$ cat config.mk
export PLATFORM = sky130hd
export DESIGN_NAME = div_radix2
export DESIGN_NICKNAME = d
export VERILOG_FILES = /design/src/rtl/div_radix2.sv
export SDC_FILE = /design/constraint.sdc
export NUM_CORES = 1
export LEC_CHECK = 0
export CORE_ASPECT_RATIO = 1.75
export CORE_MARGIN = 2
export CORE_UTILIZATION = 40
export DETAILED_ROUTE_END_ITERATION = 12
export GPL_ROUTABILITY_DRIVEN = 0
export SYNTH_ARGS = -nofsm -noshare
export SYNTH_HDL_FRONTEND = slang
export SYNTH_SLANG_ARGS = --single-unit
$ cat constraint.sdc
create_clock -name clk -period 7.6 [get_ports clk]
set_input_delay 1.52 -clock clk [delete_from_list [all_inputs] [get_ports clk]]
set_output_delay 1.52 -clock clk [all_outputs]
set_load 0.005 [all_outputs]
$ cat src/rtl/div_radix2.sv
// Iterative radix-2 restoring divider for the E stage: 32 quotient bits, one per cycle,
// with signed fix-up, divide-by-zero and flush/stall handshaking to the hazard unit.
module div_radix2 #(
  localparam int unsigned DataW = 32,
  localparam int unsigned CntW  = 5
) (
  input  logic                 clk,
  input  logic                 resetn,
  input  logic                 div_startE,
  input  logic                 signed_div,
  input  logic [DataW-1:0]     a,
  input  logic [DataW-1:0]     b,
  input  logic                 flush,
  input  logic                 ext_stall,
  output logic                 div_stallE,
  output logic [2*DataW-1:0]   result,
  output logic                 ready
);

  localparam logic [CntW-1:0] LastCnt = CntW'(DataW - 1);

  typedef enum logic [1:0] {
    IDLE = 2'd0,
    BUSY = 2'd1,
    DONE = 2'd2
  } divState_t;

  function automatic logic [DataW-1:0] negate(input logic [DataW-1:0] x);
    return ~x + DataW'(1);
  endfunction

  divState_t          state,      stateNext;
  logic [CntW-1:0]    cnt,        cntNext;
  logic [DataW-1:0]   remReg,     remNext;
  logic [DataW-1:0]   quotReg,    quotNext;
  logic [DataW-1:0]   divisorReg, divisorNext;
  logic               negQuot,    negQuotNext;
  logic               negRem,     negRemNext;
  logic [2*DataW-1:0] resultNext;
  logic               readyNext;

  // Operand conditioning at acceptance
  logic             aNeg;
  logic             bNeg;
  logic             bZero;
  logic [DataW-1:0] dividendIn;
  logic [DataW-1:0] divisorIn;

  always_comb begin
    aNeg       = signed_div & a[DataW-1];
    bNeg       = signed_div & b[DataW-1];
    bZero      = (b == '0);
    // With a zero divisor the dividend passes through raw so the remainder equals a.
    dividendIn = (aNeg && !bZero) ? negate(a) : a;
    divisorIn  = bNeg ? negate(b) : b;
  end

  // One restoring step: shift {rem,quot} left, trial-subtract divisor from upper 33 bits
  logic [DataW:0]   partial;
  logic [DataW:0]   trial;
  logic             geq;
  logic [DataW-1:0] stepRem;
  logic [DataW-1:0] stepQuot;
  logic [DataW-1:0] finalQuot;
  logic [DataW-1:0] finalRem;

  always_comb begin
    partial  = {remReg, quotReg[DataW-1]};
    trial    = partial - {1'b0, divisorReg};
    // rem < divisor keeps a successful difference below 2^32, so bit 32 is the borrow.
    geq      = ~trial[DataW];
    stepRem  = geq ? trial[DataW-1:0] : partial[DataW-1:0];
    stepQuot = {quotReg[DataW-2:0], geq};
    finalQuot = negQuot ? negate(stepQuot) : stepQuot;
    finalRem  = negRem  ? negate(stepRem)  : stepRem;
  end

  // Next-state and datapath updates
  always_comb begin
    stateNext   = state;
    cntNext     = cnt;
    remNext     = remReg;
    quotNext    = quotReg;
    divisorNext = divisorReg;
    negQuotNext = negQuot;
    negRemNext  = negRem;
    resultNext  = result;
    readyNext   = 1'b0;

    if (flush) begin
      stateNext = IDLE;
    end else begin
      unique case (state)
        IDLE: begin
          if (div_startE) begin
            stateNext   = BUSY;
            cntNext     = '0;
            remNext     = '0;
            quotNext    = dividendIn;
            divisorNext = divisorIn;
            negQuotNext = (aNeg ^ bNeg) & ~bZero;
            negRemNext  = aNeg & ~bZero;
          end
        end
        BUSY: begin
          remNext  = stepRem;
          quotNext = stepQuot;
          cntNext  = cnt + CntW'(1);
          if (cnt == LastCnt) begin
            stateNext  = DONE;
            readyNext  = 1'b1;
            resultNext = {finalRem, finalQuot};
          end
        end
        DONE: begin
          // Hold the result until the pipeline advances; never re-accept the same start.
          if (ext_stall) begin
            readyNext = 1'b1;
          end else begin
            stateNext = IDLE;
          end
        end
        default: stateNext = IDLE;
      endcase
    end
  end

  always_ff @(posedge clk) begin
    if (!resetn) begin
      state      <= IDLE;
      cnt        <= '0;
      remReg     <= '0;
      quotReg    <= '0;
      divisorReg <= '0;
      negQuot    <= 1'b0;
      negRem     <= 1'b0;
      result     <= '0;
      ready      <= 1'b0;
    end else begin
      state      <= stateNext;
      cnt        <= cntNext;
      remReg     <= remNext;
      quotReg    <= quotNext;
      divisorReg <= divisorNext;
      negQuot    <= negQuotNext;
      negRem     <= negRemNext;
      result     <= resultNext;
      ready      <= readyNext;
    end
  end

  // Stall request: covers the acceptance cycle and all BUSY cycles, dropped by flush/reset
  always_comb begin
    div_stallE = resetn & ~flush &
                 (((state == IDLE) & div_startE) | (state == BUSY));
  end

endmodule

==> metrics.md <==
| Metric | Value |
|---|---|
| Outcome | `complete, no violations` |
| Cts hold-fix bufs | `0` |
| Fillers | `between 2000 and 3000` |
| Rows | `about 80` |
| Io pins | `136` |
| Final period util | `80.8%` |
| Worst Path Class, Setup | `flip-flop to flip-flop` |
| Synth Cell Area | `about 12000 um^2` |
| Max FO, Critical Path | `37` |
| GRT overflow | `0` |
| Measured slew at the worst slew-check pin | `between 1 and 1.5 ns` |
| RSZ-0062 raised after global routing | `no` |
| Hold Crit Depth | `2` |
| HP Start | `result[23]` |
| Worst skew pair latency | `between 0.4 and 0.5 ns` |
| Place WS | `about 1.6 ns` |
| Commonest cells in the netlist | `nand2_1 (215), nor2_1 (187), dfxtp_1 (170)` |
| Initial drt markers | `about 770` |
| Largest net degree at the start of global routing | `85` |
| Hold EP | `result[23]` |
| CTS Root Cell | `clkbuf_16` |
| Ranking of synthesized cells by area | `dfxtp_1 (29%), nand2_1 (6.9%), nor2_1 (6.0%)` |
| Max Cap Viol | `0` |
| Vias per cell | `roughly 5.9` |
| CTS tree | `built` |
| Proportion of synthesized chip area in sequential cells | `between 20% and 30%` |
| Clk sink count | `between 150 and 200` |
| Chip height | `roughly 230 um` |
| Worst hold path type | `flip-flop to flip-flop` |
| Final Util | `roughly 48%` |
| Net count after synthesis | `between 1500 and 2000` |
| Final wirelength | `~42 mm` |
| R2R Path End | `result[62]` |
| Final net count | `between 1500 and 2000` |
| R2r worst-path depth | `19` |
| Register-to-Register Setup Slack | `between 1 and 1.5 ns` |
| Via count | `~12000` |
| First-pass GRT wire length | `roughly 65 mm` |
| DP HPWL | `around 32 mm` |
| Postcts setup bufs | `0` |
| Num CTS Buffers | `17` |
| Power Density | `171 nW/um^2` |
| Most common flop cell mapped by yosys | `dfxtp_1` |
| Peak VDD IR | `between 0.00015 and 0.0002 V` |
| R2R Path Start | `quotReg[31]` |
| Routed len/inst | `20.2 um` |
| Share of cells above drive strength 1 | `between 4 and 5%` |
| Starting Density | `around two fifths` |
| Hold WS | `~0.46 ns` |
| Post_cts resized | `0` |
| Synth Area per Inst | `approximately 7.3 um^2` |
| Final Critical Period | `roughly 6.1 ns` |
| Yosys cell types | `75` |
| FF+latch count, synth | `170` |
| Pwr Total | `roughly 0.0024 W` |
| DIE AREA | `between 30000 and 40000 um^2` |
| Layout Area Growth over Synthesis | `18.9%` |
| Maximum clock rate | `between 0.15 and 0.2 GHz` |
| Critical path required time | `roughly 8.0 ns` |
| Max-slew violation count | `0` |
| P_leak | `about 4.9 nW` |
| DR pass1 iterations | `6` |
| Cells after Synth | `1597` |
| Final WS setup | `1.46 ns` |
| Die W | `133 um` |
| Post-synth top area share | `between 20% and 30%` |
| Number of synthesized flops with an enable pin | `0` |
| ANT nets after route | `0` |
| IO Port Bufs | `135` |
| Area leader, netlist | `dfxtp_1` |
| CTS H-tree depth | `4` |
| Overall track demand over capacity in global routing | `a little over a quarter` |
| Final hold violation count | `0` |
| Core ar. | `28600 um^2` |
| Diodes inserted | `0` |
| Via count of the first global-routing pass | `approximately 12000` |
| Residual DRC | `0` |
| Synth async-reset ratio | `0%` |
| Max_slew headroom | `between 20% and 30%` |
| WP data arrival | `around 6.5 ns` |
| Clk_skew | `between 0.01 and 0.015 ns` |
| Yosys warns | `0` |
| Initial antenna violation count | `0` |
| Worst setup EP type | `flip-flop` |
| Longest Clk Path Bufs | `2` |
| Top-count cell post-synth | `nand2_1` |
| Final setup vio count | `0` |
| Clock transition at the registers of the reported paths | `0.07 ns` |
| Total negative setup slack | `0 ns` |
| Startpoint class of the critical path | `flip-flop` |
## metal layers
metal | up-vias | part of all wire (%) | GRT usage [%]
met5 | - | 0 | 0
met4 | 0 | 8.5 | 21.1
met3 | 112 | 3.6 | 3.53
met2 | 365 | 51 | 49.4
met1 | 5756 | 36 | 28.4
li1 | 5882 | - | -
## cells in the final DEF (no fill, tap or decap), drive strengths merged, types with 15 or more instances in the layout
| cell type | count |
|---|---|
| clkbuf | 19 |
| nor4 | 15 |
| or4 | 18 |
| nor2 | 187 |
| inv | 60 |
| o31ai | 21 |
| a31oi | 39 |
| xor2 | 54 |
| a211oi | 50 |
| a21oi | 130 |
| mux2i | 18 |
| dfxtp | 170 |
| clkdlybuf4s50 | 135 |
| o21ai | 102 |
| nor3 | 33 |
| nand2 | 215 |
| ha | 41 |
| nand3 | 53 |
| or3 | 21 |
| a22oi | 18 |
| xnor2 | 72 |
## power breakdown
part           internal, W  total [W]  switching, W
Sequential        0.000914   0.000947     0.0000323
Clock             0.000538   0.000941      0.000403
Combinational     0.000178   0.000482      0.000304
## cells by family after synthesis
family,synth area share (%)
and+or+nand+nor,24.9
muxes,1.84
DFF,29.2
adders and majority gates,4.57
buffers and inverters,5.01
AOI/OAI and AO/OA,25.1
xor gates and xnor gates,9.47
## worst max-delay path by stage
stage                     start         end  slack (ns)  cells past startpoint
detailed placement  quotReg[31]  result[58]        1.55                     19
global route        quotReg[31]  result[58]        1.09                     19
global placement    quotReg[31]  result[62]        1.69                     19
floorplan           quotReg[31]  result[58]        2.02                     22
CTS                 quotReg[31]  result[58]        1.46                     19
finish              quotReg[31]  result[62]        1.46                     19
## per-stage QoR
step | cell area (um^2) | instances
global placement | 13200 | 2028
detailed placement | 13200 | 2028
CTS | 13900 | 2059
finish | 13900 | 2059
global route | 13900 | 2059
floorplan | 11700 | 1597
## state kept, by name, indices dropped and copies added (netlist names), 2 cells and up
register	cells
remReg	32
result	64
divisorReg	32
cnt	5
state	2
quotReg	32
## final cells by class
cell class	instances	area [um^2]	share of cell area, %
Clock buffer	19	453	3.27
Clock inverter	12	165	1.19
Inverter	57	216	1.56
Multi-Input combinational cell	1275	7700	55.6
Sequential cell	170	3400	24.6
Tap cell	378	473	3.41
Timing Repair Buffer	148	1450	10.5
## worst max-delay path: stages (launching register included)
cell,delay (ns)
dfxtp_1,0.34
inv_1,0.06
ha_1,0.16
inv_1,0.06
fa_1,0.43
a211oi_2,0.23
o21ai_2,0.13
o211a_1,0.28
o2111a_1,0.30
o21a_1,0.43
nor2_4,0.21
buf_4,0.45
mux2i_1,0.35
ha_1,0.27
nand2_1,0.06
or4_4,0.42
a222oi_1,0.97
nand4_1,0.20
or4_1,0.47
a31oi_1,0.18
Power figures use the tool's default switching activity.
